### config.mk
export PLATFORM = sky130hd
export DESIGN_NAME = sequence_encode_flat
export DESIGN_NICKNAME = d
export VERILOG_FILES = /design/src/rtl/sequence_encode_if.sv /design/src/rtl/sequence_encode.sv /design/src/flat_wrapper.sv
export SDC_FILE = /design/constraint.sdc
export NUM_CORES = 1
export LEC_CHECK = 0
export ABC_AREA = 1
export ABC_CLOCK_PERIOD_IN_PS = 2100
export CORE_ASPECT_RATIO = 0.8
export CORE_UTILIZATION = 45
export CTS_BUF_LIST = sky130_fd_sc_hd__clkbuf_16
export DETAILED_ROUTE_END_ITERATION = 12
export PLACE_DENSITY = 0.66
export SETUP_SLACK_MARGIN = 0.5
export SYNTH_ARGS = -nofsm -noshare
export SYNTH_HDL_FRONTEND = slang
export SYNTH_SLANG_ARGS = --single-unit
### constraint.sdc
create_clock -name clk -period 2.1 [get_ports clk]
set_input_delay 0.525 -clock clk [delete_from_list [all_inputs] [get_ports clk]]
set_output_delay 0.525 -clock clk [all_outputs]
set_load 0.01 [all_outputs]
### src/rtl/sequence_encode_if.sv
// Serial bit handshake between the upstream frame encoder and sequence_encode.
// The master drives the bit stream; the slave (the encoder) returns the fetch request.
interface sequence_encode_if;
  logic in_data;
  logic in_data_valid;
  logic in_last;
  logic in_req;

  modport master (
    output in_data,
    output in_data_valid,
    output in_last,
    input  in_req
  );

  modport slave (
    input  in_data,
    input  in_data_valid,
    input  in_last,
    output in_req
  );
endinterface

### src/rtl/sequence_encode.sv
// ISO/IEC 14443A PICC->PCD bit encoder at 106 kbit/s.
// Frame: SOC (sequence D), one D (bit 1) or E (bit 0) per data bit, then EOC (sequence F).
// D/E are Manchester halves filled with the fc/SUBCARRIER_TICKS subcarrier.
// rst_n is expected to arrive with its deassertion already synchronised to clk.
// Optional build macro SEQUENCE_ENCODE_SEQ_OUT_EN adds the seq_out debug port
// (0 = none, 1 = D, 2 = E, 3 = F), registered and aligned with lm_out.
module sequence_encode #(
  parameter int BIT_TICKS        = 128,
  parameter int SUBCARRIER_TICKS = 16
) (
  input  logic               clk,
  input  logic               rst_n,
  sequence_encode_if.slave   up,
  output logic               lm_out,
  output logic               busy,
  output logic               underrun
`ifdef SEQUENCE_ENCODE_SEQ_OUT_EN
  ,
  output logic [1:0]         seq_out
`endif
);

  localparam int CW  = $clog2(BIT_TICKS);
  localparam int SCW = $clog2(SUBCARRIER_TICKS);
  localparam logic [CW-1:0] CNT_LAST = CW'(BIT_TICKS - 1);
  localparam logic [CW-1:0] CNT_ZERO = {CW{1'b0}};

  localparam logic [1:0] SEQ_NONE = 2'd0;
  localparam logic [1:0] SEQ_D    = 2'd1;
  localparam logic [1:0] SEQ_E    = 2'd2;
  localparam logic [1:0] SEQ_F    = 2'd3;

  typedef enum logic [1:0] {
    IDLE = 2'd0,
    SOC  = 2'd1,
    DATA = 2'd2,
    EOC  = 2'd3
  } state_t;

  state_t        state_r, state_next;
  logic [CW-1:0] count_r, count_next;
  logic          bit_r, bit_next;
  logic          last_r, last_next;
  logic          lm_r, lm_next;
  logic          busy_r;
  logic          underrun_r, underrun_next;
  logic [1:0]    seq_next;
  logic          fetch_s;

  // Modulation level for a sequence: subcarrier-on phase gated to the proper bit half.
  function automatic logic seq_level(input logic [1:0] seq, input logic sc_off, input logic second_half);
    logic lvl;
    case (seq)
      SEQ_D:   lvl = !sc_off && !second_half;
      SEQ_E:   lvl = !sc_off && second_half;
      default: lvl = 1'b0;
    endcase
    return lvl;
  endfunction

  // Fetch point: end of SOC, or end of a data bit that is not the last one.
  assign fetch_s   = (count_r == CNT_LAST) &&
                     ((state_r == SOC) || ((state_r == DATA) && !last_r));
  assign up.in_req = fetch_s;

  // Next-state, tick counter and bit-latch decode.
  always_comb begin
    state_next    = state_r;
    count_next    = count_r + CW'(1);
    bit_next      = bit_r;
    last_next     = last_r;
    underrun_next = 1'b0;
    case (state_r)
      IDLE: begin
        count_next = CNT_ZERO;
        if (up.in_data_valid) begin
          state_next = SOC;
        end else begin
          state_next = IDLE;
        end
      end
      SOC, DATA: begin
        if (count_r == CNT_LAST) begin
          count_next = CNT_ZERO;
          if (fetch_s) begin
            if (up.in_data_valid) begin
              bit_next   = up.in_data;
              last_next  = up.in_last;
              state_next = DATA;
            end else begin
              state_next    = EOC;
              underrun_next = 1'b1;
            end
          end else begin
            state_next = EOC;
          end
        end else begin
          state_next = state_r;
        end
      end
      EOC: begin
        if (count_r == CNT_LAST) begin
          count_next = CNT_ZERO;
          state_next = IDLE;
        end else begin
          state_next = EOC;
        end
      end
      default: begin
        count_next = CNT_ZERO;
        state_next = IDLE;
      end
    endcase
  end

  // Sequence to be emitted in the next tick and its modulation level.
  always_comb begin
    seq_next = SEQ_NONE;
    case (state_next)
      IDLE:    seq_next = SEQ_NONE;
      SOC:     seq_next = SEQ_D;
      DATA:    seq_next = bit_next ? SEQ_D : SEQ_E;
      EOC:     seq_next = SEQ_F;
      default: seq_next = SEQ_NONE;
    endcase
    lm_next = seq_level(seq_next, count_next[SCW-1], count_next[CW-1]);
  end

  // State, counter, latched bit and registered outputs.
  always_ff @(posedge clk or negedge rst_n) begin
    if (!rst_n) begin
      state_r    <= IDLE;
      count_r    <= CNT_ZERO;
      bit_r      <= 1'b0;
      last_r     <= 1'b0;
      lm_r       <= 1'b0;
      busy_r     <= 1'b0;
      underrun_r <= 1'b0;
    end else begin
      state_r    <= state_next;
      count_r    <= count_next;
      bit_r      <= bit_next;
      last_r     <= last_next;
      lm_r       <= lm_next;
      busy_r     <= (state_next != IDLE);
      underrun_r <= underrun_next;
    end
  end

  assign lm_out   = lm_r;
  assign busy     = busy_r;
  assign underrun = underrun_r;

`ifdef SEQUENCE_ENCODE_SEQ_OUT_EN
  logic [1:0] seq_r;

  // Debug sequence code, registered on the same edge as lm_out.
  always_ff @(posedge clk or negedge rst_n) begin
    if (!rst_n) begin
      seq_r <= SEQ_NONE;
    end else begin
      seq_r <= seq_next;
    end
  end

  assign seq_out = seq_r;
`endif

endmodule

### src/flat_wrapper.sv
// flat-port wrapper written by rule: the top's interface ports become plain ports
module sequence_encode_flat 
#(
  parameter int BIT_TICKS        = 128,
  parameter int SUBCARRIER_TICKS = 16
)
  (clk, rst_n, lm_out, busy, underrun, up_in_data, up_in_data_valid, up_in_last, up_in_req);
  sequence_encode_if up_i ();
  input  logic clk;
  input  logic rst_n;
  output logic lm_out;
  output logic busy;
  output logic underrun;
  input wire logic [$bits(up_i.in_data)-1:0] up_in_data;
  input wire logic [$bits(up_i.in_data_valid)-1:0] up_in_data_valid;
  input wire logic [$bits(up_i.in_last)-1:0] up_in_last;
  output wire logic [$bits(up_i.in_req)-1:0] up_in_req;
  assign up_i.in_data = up_in_data;
  assign up_i.in_data_valid = up_in_data_valid;
  assign up_i.in_last = up_in_last;
  assign up_in_req = up_i.in_req;
  sequence_encode #(.BIT_TICKS(BIT_TICKS), .SUBCARRIER_TICKS(SUBCARRIER_TICKS)) u_core (.clk(clk), .rst_n(rst_n), .up(up_i), .lm_out(lm_out), .busy(busy), .underrun(underrun));
endmodule
==> metrics, run 1 <==
# rows=13; H-Tree Depth=1; Worst path slowest cell=dfrtp_1; clock latency at the later pin of the worst-skew pair=0.24 ns; synth-to-layout area growth=54.1%; initial antenna violation count=0; Design Power=1.32 mW; Reg2Reg Depth=15; DRC errors left=0; RR Startpoint=u_core.count_r[1]; max incr delay on CP=0.39 ns; top cell type by total area after synthesis=dfrtp_1; final setup vio count=0; register cell area after layout=350 µm²; arrival time of the worst setup path=2.01 ns; P_leak=0.680 nW; antenna-violating nets left=0; post-synthesis cell count=103; Synth top area share=41.7%; Achievable Freq=532 MHz; most frequent cells in the layout=buf_4 (18), nand2_1 (15), dfrtp_1 (14); hold path depth=2; Worst Hold End=u_core.bit_r; Routability Congestion=0.772; post-route minimum period=1.88 ns; number of global-route vias before repair=679; WL/cell=12.3 µm; Initial Utilization=49.6%; dpl hpwl=1190 µm; hold crit path type=register to register; CTS max path bufs=2; Clock Tree Root=clkbuf_16; commonest non-fill, non-tap cell in the layout=buf_4; Hold Startpoint=u_core.bit_r; relative slew slack=82.8%; Syn Std Cell Area=840 µm²; Setup CP Type=register to register; synth warn=0; final cell utilization of the core=76.5%; Tightest Pin Transition=0.257 ns; antenna cells=0; total number of vias=749; status=complete, no violations; CP Data Required Time=2.23 ns; GRT overflow=0; largest net degree at the start of global routing=15; crit path from=u_core.count_r[1]; Slew Viols, Final=0; Pwr Density=1020 nW/µm²; syn nets=117; reg2reg end=u_core.lm_out; #FFs+latches synth=14; Clk pin slew, worst setup/hold paths=0.04 ns; footprint of the multi-input gates=522 µm²; Initial DRC Count=12; layout cells sized above 1=41.8%; vias per cell=4.80; critical path launch point type=register; Distinct cells, synth=16; R2R Setup Slk=0.22 ns; Final Skew=0.00141 ns; final-layout fill cell count=109; leading post-synthesis cells by cell area=dfrtp_1 (42%), ha_1 (13%), inv_1 (8.9%); first-pass GRT wire length=2970 µm; RSZ-0062 raised after global routing=true; CTS sink count=14; die height=40.6 µm; final hold vios=0; crit end category=register; Avg Cell Area, Syn=8.15 µm²; Routed WL=1920 µm; Top Family by Delay on Critical Path=simple AND/OR/NAND/NOR gates; Core Region=1690 µm²; nets=150; chip width=50.3 µm; period utilisation layout=89.6%; CP max FO=4; number of port buffers=8; io pins=9; total CTS buffers=3; max_cap viols=0; die area=2040 µm²; gr usage total=20.8%; setup_tns=0 ns; DRT Pass-1 Iters=4; CP Buf/Inv Count=1; Worst VDD drop=1.17 mV; crit path cell chain=ha_4 > nand2_4 > nor2_4 > nand2_4 > nand2_1 > nand2_1 > nand2_2 > nand2_4 > inv_4 > ha_2 > nand3_2 > nand2_2 > nand4_1 > nand2_1 > nor2_1; CTS tree=done; post-synthesis sequential area ratio=41.7%
[what timing repair did]
item                                    4_1_cts  5_1_grt
pin swaps                                    13       12
hold buffers                                  0        0
setup buffers                                11        5
endpoints found under the setup margin        6        4
gates resized for setup                      26        8
hold endpoints to repair                      0        0
[metrics by stage]
| stage | instances | hold slack, ns | instance area [µm²] | setup slack (ns) |
|---|---|---|---|---|
| 2_1_floorplan | 103 | 0.229 | 861 | 0.326 |
| 3_3_place_gp | 137 | 0.456 | 998 | -0.0179 |
| 3_5_place_dp | 137 | 0.463 | 998 | -0.0304 |
| 4_1_cts | 151 | 0.473 | 1220 | 0.239 |
| 5_1_grt | 156 | 0.523 | 1290 | 0.0864 |
| 6_report | 156 | 0.507 | 1290 | 0.219 |
[where the power goes]
group / total, mW / switching, mW / internal, mW
Sequential: 0.359 / 0.0386 / 0.321
Combinational: 0.609 / 0.315 / 0.294
Clock: 0.349 / 0.101 / 0.248
[registers in the layout, summed over array words and instances (netlist names)]
signal,flops
u_core.bit_r,1
u_core.lm_out,1
u_core.busy,1
u_core.last_r,1
u_core.underrun,1
u_core.state_r,2
u_core.count_r,7
[layer usage]
| metal | vias to the layer above | track usage (%) | share of wire [%] |
|---|---|---|---|
| met5 | - | 0 | 0 |
| met4 | 0 | 2.78 | 0.73 |
| met3 | 2 | 7.04 | 2.7 |
| met2 | 10 | 43.0 | 52 |
| met1 | 354 | 21.7 | 45 |
| li1 | 383 | - | - |
[cells in the mapped netlist]
| master | n |
|---|---|
| nand3_2 | 4 |
| inv_1 | 20 |
| nand2_2 | 3 |
| nor2_1 | 10 |
| nand3_1 | 6 |
| a21oi_1 | 6 |
| nor2_2 | 1 |
| inv_2 | 1 |
| nor2_4 | 1 |
| nand4_1 | 2 |
| nand2_4 | 1 |
| nand2_1 | 20 |
| ha_1 | 9 |
| nor3_1 | 1 |
| dfrtp_1 | 14 |
| o21ai_0 | 4 |
[tightest hold or removal path, cell delays in order, from the launching register on]
cell and delay, ns:
dfrtp_1 0.32, nand2_1 0.09, nand2_1 0.06
[area by class of cell]
| cell class | count | area share [%] |
|---|---|---|
| well taps | 22 | 2.13 |
| flip-flops and latches | 14 | 27.1 |
| inverters | 21 | 6.48 |
| repair buffers | 28 | 18.2 |
| clock buffers | 3 | 5.80 |
| multi-input cells | 68 | 40.3 |
[logic make-up after synthesis]
kind of cell             Yosys count  share of synthesized area [%]
AO/OA/AOI/OAI                     10                           5.96
adder cells (fa/ha/maj)            9                           13.4
AND/OR/NAND/NOR                   49                           29.5
flip-flops                        14                           41.7
buffers and inverters             21                           9.39
[worst max path at each step]
stage | endpoint | slack (ns) | cells past startpoint
after floorplan | u_core.lm_out | 0.33 | 16
after global placement | u_core.lm_out | -0.02 | 14
after detailed placement | u_core.lm_out | -0.03 | 14
after CTS | u_core.lm_out | 0.24 | 17
after global routing | u_core.lm_out | 0.09 | 16
final | u_core.lm_out | 0.22 | 15
No activity file was read; power rests on OpenSTA's default activity.
==> run 2, diff against run 1 <==
Settings changed: CORE_MARGIN set to 2.
==> run 2 against run 1 <==
Against the previous run: first-iteration DRC count grew 8.3%; clock skew grew 0.0029 ns; register-to-register slack gained 0.06 ns; power shrank 4.0%; final cell count shrank 2.6%; largest cell class unchanged; largest power group unchanged; highest routed layer unchanged.
==> metrics, run 2 (same netlist as run 1, synthesis figures left out) <==
status=complete, no violations; Slew Viols, Final=0; total number of vias=729; CTS sink count=14; CP Data Required Time=2.24 ns; Top Layer Used=met4; max_cap viols=0; initial antenna violation count=0; hold crit path type=register to register; chip width=52.3 µm; period utilisation layout=86.9%; layout cells sized above 1=38.5%; Switching Fraction=34.7%; die height=42.6 µm; met2 routed WL=943 µm; RR Startpoint=u_core.count_r[1]; Placement Setup Slack=-0.0362 ns; max reg flops=7; CTS max path bufs=2; dpl hpwl=1180 µm; hold path depth=2; crit path from=u_core.count_r[1]; antenna cells=0; io pins=9; internal power=0.825 mW; Worst VDD drop=0.992 mV; nets=146; RSZ-0062 raised after global routing=true; R2R Setup Slk=0.28 ns; Final Skew=0.00426 ns; Setup CP Type=register to register; Achievable Freq=548 MHz; register cell area after layout=350 µm²; NetSw=0.439 mW; first-pass GRT wire length=3200 µm; total CTS buffers=3; DP Area=998 µm²; Routed WL=1880 µm; Gate power share=43.9%; # rows=13; Clk pin slew, worst setup/hold paths=0.04 ns; Core Region=1690 µm²; Reg2Reg Depth=15; most flop-heavy register=u_core.count_r; GRT overflow=0; met1 WL=826 µm; metal3 WL=86 µm; Initial DRC Count=13; arrival time of the worst setup path=1.96 ns; number of port buffers=8; gr usage total=20.1%; P_leak=0.645 nW; critical path launch point type=register; H-Tree Depth=1; relative slew slack=83.8%; Routability Congestion=0.760; number of global-route vias before repair=753; hold_ws=0.495 ns; Tightest Pin Transition=0.242 ns; final instance area=1240 µm²; Inst Count DP=137; crit end category=register; clock latency at the later pin of the worst-skew pair=0.24 ns; Final WS setup=0.276 ns; vias per cell=4.80; WL/cell=12.3 µm; CP max FO=4; largest registers=u_core.count_r x7, u_core.state_r x2; DRC errors left=0; post-route minimum period=1.82 ns; die area=2230 µm²; sequential group share of total power=28.5%; post-route insts no fill=152; antenna-violating nets left=0; DRT Pass-1 Iters=4; Clock Tree Root=clkbuf_16; synth-to-layout area growth=47.5%; Hold Startpoint=u_core.bit_r; Initial Utilization=49.6%; footprint of the multi-input gates=500 µm²; final-layout fill cell count=133; most frequent cells in the layout=inv_1 (15), nand2_1 (15), buf_4 (15); largest net degree at the start of global routing=15; Pwr Density=1020 nW/µm²; CTS tree=done; final setup vio count=0; final hold vios=0; Clk pwr share=27.6%
## run 2: cell count changes in the layout (fill, tap and decap cells not counted), sizes merged
cell / change
buf: -4
## run 2: final timing paths
path                                endpoint
max                            u_core.lm_out
min reg2reg                     u_core.bit_r
max reg2reg                    u_core.lm_out
min in group asynchronous  u_core.count_r[5]
max in group asynchronous  u_core.count_r[4]
min                             u_core.bit_r
## run 2: cell type report
cell class,instances,share of cell area [%]
multi-input combinational,68,40.4
inverter,21,6.77
sequential,14,28.3
tap,22,2.22
timing repair buffer,24,16.3
clock buffer,3,6.06
## run 2: power by group through the flow
| stage | registers, mW | clock network, mW | logic, mW |
|---|---|---|---|
| final | 0.360 | 0.349 | 0.555 |
| after global routing | 0.365 | 0.364 | 0.615 |
| after CTS | 0.359 | 0.352 | 0.523 |
| after detailed placement | 0.356 | 0 | 0.399 |
| after global placement | 0.354 | 0 | 0.393 |
| after floorplan | 0.361 | 0 | 0.254 |
## run 2: timing repair
item                       CTS  global route
resized for setup           24             5
pin swaps                   14             5
buffers inserted            11             1
hold buffers                 0             0
setup endpoints to repair    6             3
## run 2: worst max-delay path, cell delays in order (launching register included)
cell	delay (ns)
dfrtp_1	0.39
ha_4	0.19
nand2_2	0.07
nor2_4	0.12
nand2_4	0.08
nand2_1	0.06
nand2_1	0.05
nand2_2	0.09
nand2_4	0.08
inv_4	0.07
ha_2	0.17
nand3_2	0.08
nand2_2	0.08
nand4_1	0.10
nand2_1	0.06
nor2_1	0.04
## run 2: per-stage QoR
step	power (mW)	utilization [%]	setup TNS [ns]
final	1.26	73.2	0
after global routing	1.34	73.2	0
after CTS	1.23	71.7	0
after detailed placement	0.755	59.0	-0.0362
after global placement	0.748	59.0	-0.0178
after floorplan	0.615	-	0
## run 2: layer usage
metal / up-vias / global-route usage, %
met2: 11 / 36.0
met4: 0 / 6.15
met5: - / 0
met3: 4 / 7.14
li1: 374 / -
met1: 340 / 21.7
==> run 3, diff against run 2 <==
Settings changed: GPL_TIMING_DRIVEN set to 0.
==> run 3 against run 2 <==
Against the previous run: final cell count fell by 4.6%; via count shrank 4.3%; non-clock buffer count decreased by 7; worst setup slack better by 0.0053 ns; critical path type is now input pin to register; clock skew is 0.0029 ns lower; sequential power is essentially flat; largest cell class unchanged; power is 6.3% lower; first-iteration DRC count shrank 54%; highest routed layer unchanged; critical path depth decreased by 1; final area fell by 5.2%.
==> metrics, run 3 (same netlist as run 1, synthesis figures left out) <==
status=complete, no violations; max reg flops=7; Worst VDD drop=0.613 mV; antenna-violating nets left=0; P_leak=0.611 nW; die area=2230 µm²; most flop-heavy register=u_core.count_r; commonest non-fill, non-tap cell in the layout=nand2_1; DRT Pass-1 Iters=4; Design Power=1.18 mW; arrival time of the worst setup path=1.99 ns; largest net degree at the start of global routing=15; DP Area=968 µm²; Clock Tree Root=clkbuf_16; GRT overflow=0; gr usage total=18.7%; nets=139; initial antenna violation count=0; Worst path slowest cell=clkdlybuf4s50_1; Core Region=1690 µm²; vias per cell=4.81; Achievable Freq=550 MHz; max_cap viols=0; total number of vias=698; CP max FO=4; hold path depth=2; layout cells sized above 1=35.0%; post-route insts no fill=145; DRC errors left=0; dpl hpwl=1120 µm; RSZ-0062 raised after global routing=true; most frequent cells in the layout=nand2_1 (15), inv_1 (14), dfrtp_1 (14); Setup CP Type=input pin to register; total CTS buffers=3; Routability Congestion=0.749; Routed WL=1670 µm; hold crit path type=register to register; CTS max path bufs=2; Pwr Density=1010 nW/µm²; final setup vio count=0; Final WS setup=0.281 ns; antenna cells=0; number of global-route vias before repair=694; CTS sink count=14; Tightest Pin Transition=0.653 ns; die height=42.6 µm; clock latency at the later pin of the worst-skew pair=0.24 ns; WL/cell=11.5 µm; CP Buf/Inv Count=4; RR Startpoint=u_core.count_r[1]; max incr delay on CP=0.55 ns; io pins=9; relative slew slack=56.3%; Clk pin slew, worst setup/hold paths=0.04 ns; Inst Count DP=133; CTS tree=done; number of port buffers=8; period utilisation layout=86.6%; reg2reg end=u_core.lm_out; CP Data Required Time=2.27 ns; Hold Startpoint=u_core.bit_r; Top Family by Delay on Critical Path=buffers and inverters; most used cell, CP=nand3_2; Initial DRC Count=6; first-pass GRT wire length=2980 µm; Slew Viols, Final=0; synth-to-layout area growth=39.9%; # rows=13; R2R Setup Slk=0.30 ns; largest registers=u_core.count_r x7, u_core.state_r x2; Worst Hold End=u_core.bit_r; final instance area=1170 µm²; chip width=52.3 µm; hold_ws=0.467 ns; Final Skew=0.00139 ns; post-route minimum period=1.82 ns; Initial Utilization=49.6%; final hold vios=0; crit end category=register; Reg2Reg Depth=17; crit path cell chain=clkdlybuf4s50_1 > nand3_2 > nand3_2 > nand2_2 > nand2_4 > inv_4 > ha_4 > nand3_2 > nand2_1 > inv_2 > nand3_2 > nand2_1 > inv_1 > nor2_1; H-Tree Depth=1; critical path launch point type=input pin; Placement Setup Slack=-0.0576 ns
-- run 3: timing repair --
action	4_1_cts	5_1_grt
gates resized for setup	25	3
pin swaps	16	3
hold buffers	0	0
endpoints found under the setup margin	6	3
hold endpoints to repair	0	0
gates cloned	0	0
setup buffers	9	0
-- run 3: how the worst max path moves through the flow --
stage	from	end	slack, ns	depth (start not counted)
2_1_floorplan	u_core.count_r[0]	u_core.lm_out	0.33	16
3_3_place_gp	up_in_data_valid	u_core.lm_out	-0.06	14
3_5_place_dp	up_in_data_valid	u_core.lm_out	-0.06	14
4_1_cts	u_core.count_r[0]	u_core.lm_out	0.29	17
5_1_grt	u_core.count_r[1]	u_core.lm_out	0.14	16
6_report	up_in_data_valid	u_core.lm_out	0.28	14
-- run 3: area by class of cell --
type	instances	area (µm²)
Fill cell	141	517
Multi-Input combinational cell	68	495
Sequential cell	14	350
Timing Repair Buffer	17	143
Inverter	21	83.8
Clock buffer	3	75.1
Tap cell	22	27.5
-- run 3: stage by stage --
step	setup TNS (ns)	util (%)
finish	0	69.5
global route	0	69.5
CTS	0	68.9
detailed placement	-0.0576	57.2
global placement	-0.0596	57.2
floorplan	0	-
-- run 3: per-layer routing --
| layer | GRT usage [%] | share of wire (%) | vias to the layer above |
|---|---|---|---|
| met5 | 0 | 0 | - |
| met4 | 7.69 | 1.8 | 0 |
| met3 | 6.79 | 4.1 | 4 |
| met2 | 30.5 | 49 | 9 |
| met1 | 21.8 | 45 | 322 |
| li1 | - | - | 363 |
-- run 3: report_power, final --
group | switching [mW] | total [mW] | internal [mW]
combinational | 0.273 | 0.479 | 0.206
clock | 0.0979 | 0.346 | 0.248
sequential | 0.0392 | 0.360 | 0.321
total | 0.410 | 1.18 | 0.774
-- run 3: worst register-to-register path, cell delays in order, from the launching register on --
cell and delay [ns]:
dfrtp_1 0.39, ha_4 0.18, nand3_4 0.08, nor2_4 0.11, buf_6 0.11, nand3_2 0.06
nand3_2 0.07, nand2_2 0.07, nand2_4 0.09, inv_4 0.04, ha_4 0.15, nand3_2 0.04
nand2_1 0.05, inv_2 0.06, nand3_2 0.05, nand2_1 0.06, inv_1 0.03, nor2_1 0.08
==> edit 1: new RTL, flow settings as in run 2 <==
The 4 states of `state_t` get a one-hot encoding in 4 bits.
--- a/src/rtl/sequence_encode.sv
+++ b/src/rtl/sequence_encode.sv
@@ -32,7 +32,7 @@
 
-  typedef enum logic [1:0] {
-    IDLE = 2'd0,
-    SOC  = 2'd1,
-    DATA = 2'd2,
-    EOC  = 2'd3
+  typedef enum logic [3:0] {
+    IDLE = 4'b0001,
+    SOC  = 4'b0010,
+    DATA = 4'b0100,
+    EOC  = 4'b1000
   } state_t;
Check against the original RTL: same outputs for any inputs over 10 cycles, from zero or initial values and one cycle with rst_n low; not proved beyond that.
==> edit 1 against run 2 <==
Total power is 9.9% lower. Critical path type unchanged. Non-clock buffer count grew 1. Final area up 13%. Worst setup slack better by 7.0 ps. Critical endpoint unchanged. Synthesized area increased by 15%. Routed wire length increased by 5.2%. Sequential cell count increased by 2. Cell count grew 4.6%. Clock power up 6.0%.
==> edit 1: results (changes against run 2) <==
- Global-route wire length before repair: 3480 um (+8.6%)
- Pin count of the biggest net entering global routing: 17 (+2)
- Met2 WL: 947 um (+0.42%)
- Post-CTS Setup Bufs: 7 (-4)
- Static Leak: 0.000752 uW (+17%)
- Avg Synthesized Cell Area: 9.14 um^2 (+12%)
- Met2 GRT Util: 30.5% (-5.5 points)
- Worst Skew: 0.832 ps (-3.43 ps)
- Tightest Pin Transition: 251 ps (+8.19 ps)
- Routed WL: 1970 um (+5.2%)
- Area contributors post-synth: dfrtp_1, nand3_4, inv_1
- Pre-CTS worst setup slack: -15.1 ps (+21.1 ps)
- DRT iter0 DRCs: 21 (+8)
- Number of global-route vias before repair: 760 (+0.93%)
- Sequential fraction of the synthesis area: 41.5% (-0.26 points)
- Post-synth cell types: 24 (+8)
- Fillers: 157 (+18%)
- Met3 GRT Util: 5.97% (-1.2 points)
- Biggest regs: u_core.count_r (7), u_core.state_r (4)
- Met1 Wirelength: 896 um (+8.5%)
- Max FO, Critical Path: 4 (unchanged)
- Met1 usage: 23.6% (+1.8 points)
- Placement Cell Area: 1160 um^2 (+16%)
- Vias per cell: 4.79 (-0.21%)
- Share of cells above drive strength 1: 52.6% (+14 points)
- Fin nets: 143 (-2.1%)
- Met3 Routed Length: 88 um (+2.3%)
- DPL Wire Length: 1380 um (+17%)
- Worst EP arrival: 2000 ps (+40 ps)
- Syn Nets: 113 (-3.4%)
- Routed length per instance: 12.4 um (+0.59%)
- Maximum vdd drop: 0.000688 V (-31%)
- Post-cts resize count: 18 (-25%)
- Status: completed
- All-Layer GR Usage: 18.6% (-1.5 points)
- Max incr delay on CP: 400 ps
edit 1: cell types whose count changed after synthesis, sizes merged, moves of 2 or more:
cell	delta
ha	-7
nand3	+5
o21ai	-4
nor2	+3
or2	+3
a21oi	-2
edit 1: path summary, 6_finish.rpt:
check / start / cells after the start / slack [ps] / to
max in group asynchronous: rst_n / 2 / 1250 / u_core.state_r[0]$_DFF_PN1_
worst min-delay path: u_core.last_r$_DFFE_PN0P_ / 2 / 530 / u_core.last_r$_DFFE_PN0P_
worst max register to register: u_core.count_r[1]$_DFF_PN0_ / 15 / 280 / u_core.lm_out$_DFF_PN0_
worst min register to register: u_core.last_r$_DFFE_PN0P_ / 2 / 530 / u_core.last_r$_DFFE_PN0P_
worst max-delay path: u_core.count_r[1]$_DFF_PN0_ / 15 / 280 / u_core.lm_out$_DFF_PN0_
min in group asynchronous: rst_n / 2 / 600 / u_core.bit_r$_DFF_PN0_
edit 1: layout make-up:
| type | instances | area [um^2] | share of cell area (%) |
|---|---|---|---|
| Clock buffer | 3 | 75.1 | 5.39 |
| Clock inverter | 1 | 3.75 | 0.269 |
| Inverter | 22 | 83.8 | 6.01 |
| Multi-Input combinational cell | 68 | 588 | 42.2 |
| Sequential cell | 16 | 402 | 28.8 |
| Tap cell | 24 | 30.0 | 2.15 |
| Timing Repair Buffer | 25 | 211 | 15.2 |
edit 1: logic make-up (layout without fill, tap and decap cells):
group | Yosys count | count (layout) | share of synthesized area, %
AND/OR/NAND/NOR | 59 | 59 | 42.2
AO/OA/AOI/OAI | 7 | 7 | 5.04
buffers and inverters | 22 | 51 | 8.66
flip-flops | 16 | 16 | 41.5
adder cells (fa/ha/maj) | 2 | 2 | 2.58
edit 1: where the power goes:
group	switching (uW)	internal [uW]
clock network	118	253
registers	40.1	361
logic	203	165
total	361	779
==> edit 2: new RTL, flow settings as in run 2 <==
Without the edit above. `BIT_TICKS` is set to 128 in 2 places; all go to 256.
--- a/src/rtl/sequence_encode.sv
+++ b/src/rtl/sequence_encode.sv
@@ -7,3 +7,3 @@
 module sequence_encode #(
-  parameter int BIT_TICKS        = 128,
+  parameter int BIT_TICKS        = 256,
   parameter int SUBCARRIER_TICKS = 16
--- a/src/flat_wrapper.sv
+++ b/src/flat_wrapper.sv
@@ -3,3 +3,3 @@
 #(
-  parameter int BIT_TICKS        = 128,
+  parameter int BIT_TICKS        = 256,
   parameter int SUBCARRIER_TICKS = 16
Function: same outputs for any inputs over 10 cycles, from zero or initial values and one cycle with rst_n low; that may be too few to reach the edited logic, so the function may still have changed.
==> edit 2 against run 2 <==
Sequential cell count increased by 1. Critical path type is now flip-flop to output pin. Clock power increased by 3%. Final area decreased by 2.1%. Clock skew decreased by 2.9 ps. Fmax decreased by 10%. Cell count decreased by 3.3%. Total power decreased by 3.8%. Routed wire length decreased by 17%. Via count decreased by 5.2%. Worst setup slack got worse by 210 ps. Synthesized area increased by 1.8%. Largest power group unchanged.
==> edit 2: results (changes against run 2) <==
- Logic inverters: 18 (-14%)
- Compound-Gate Fraction of Synth Area: 8.35% (+2.4 points)
- Maximum vdd drop: 0.000758 V (-24%)
- Worst slew margin: 83.2% (-0.65 points)
- Register area: 375 um^2 (+7.1%)
- RePlAce Congestion: 0.714 (-6.0%)
- Fillers: 142 (+6.8%)
- Biggest regs: u_core.count_r (8), u_core.state_r (2)
- Flops & latches, synth: 15 (+1)
- Multi-input logic area: 478 um^2 (-4.5%)
- DIE WIDTH: 52.7 um (+0.82%)
- ANT cells: 0 (unchanged)
- Routed length per instance: 10.6 um (-14%)
- Number of global-route vias before repair: 642 (-15%)
- Max Transition Viols Final: 0 (unchanged)
- #MultiIn Comb: 65 (-4.4%)
- Clock Latency Late Sink: 240 ps (about the same)
- Cells after DPL: 133 (-2.9%)
- Max Root-Sink Buffers: 2 (unchanged)
- Static Leak: 0.000686 uW (+6.4%)
- Routed WL: 1560 um (-17%)
- Worst Skew: 1.37 ps (-2.89 ps)
- Clk tree area frac: 6.50% (+0.44 points)
- PwrDens: 1000 nW/um^2 (-1.8%)
- Pin count of the biggest net entering global routing: 16 (+1)
- Worst EP arrival: 1510 ps (-450 ps)
- Buffers excl. clock: 21 (-13%)
- NonClk Buf Share: 15.1% (-1.2 points)
- Top cells by count, synth: inv_1, nand2_1, dfrtp_1
- Comb pwr: 478 uW (-14%)
- Status: completed
- Post-cts resize count: 8 (-67%)
- Global-route wire length before repair: 2680 um (-16%)
- Placement Cell Area: 1010 um^2 (+0.88%)
- Post-Synth XOR/XNOR Area: 0% (unchanged)
- Post-Synth Adder-Cell Area: 8.78% (-4.6 points)
- DPL Wire Length: 1080 um (-7.8%)
- Final Cell Area: 1210 um^2 (-2.1%)
- Area contributors post-synth: dfrtp_1, ha_1, inv_1
- DRT iter0 DRCs: 10 (-3)
- Hold crit path type: flip-flop to flip-flop
- Sw Ratio: 31.5% (-3.3 points)
- Avg Synthesized Cell Area: 8.72 um^2 (+7.0%)
- Port buffer count: 8 (unchanged)
- Max FO, Critical Path: 6 (+2)
- All-Layer GR Usage: 16.3% (-3.8 points)
- Pre-CTS worst setup slack: -154 ps (-118 ps)
- Post-synth cell types: 19 (+3)
- Fin nets: 135 (-7.5%)
- Vias: 691 (-5.2%)
- Post-CTS Setup Bufs: 5 (-6)
- P_clk: 361 uW (+3%)
- Syn Nets: 109 (-6.8%)
- Share of cells above drive strength 1: 35.0% (-3.5 points)
- Sequential fraction of the synthesis area: 43.9% (+2.2 points)
- TritonCTS Buffers: 3 (unchanged)
edit 2: path summary, 6_finish.rpt:
| check | to | from | depth (start not counted) | slack, ps |
|---|---|---|---|---|
| max | up_in_req | u_core.count_r[0]$_DFF_PN0_ | 6 | 60 |
| min | u_core.count_r[4]$_DFF_PN0_ | u_core.count_r[4]$_DFF_PN0_ | 1 | 510 |
| max reg2reg | u_core.lm_out$_DFF_PN0_ | u_core.count_r[0]$_DFF_PN0_ | 14 | 60 |
| min reg2reg | u_core.count_r[4]$_DFF_PN0_ | u_core.count_r[4]$_DFF_PN0_ | 1 | 510 |
| max in group asynchronous | u_core.lm_out$_DFF_PN0_ | rst_n | 2 | 1330 |
| min in group asynchronous | u_core.count_r[2]$_DFF_PN0_ | rst_n | 2 | 590 |
edit 2: routing by layer:
layer,vias up,GRT usage [%],part of all wire [%]
met5,-,0,0
met4,0,4.62,0.90
met3,2,6.34,3.8
met2,9,25.8,48
met1,324,20.5,47
li1,356,-,-
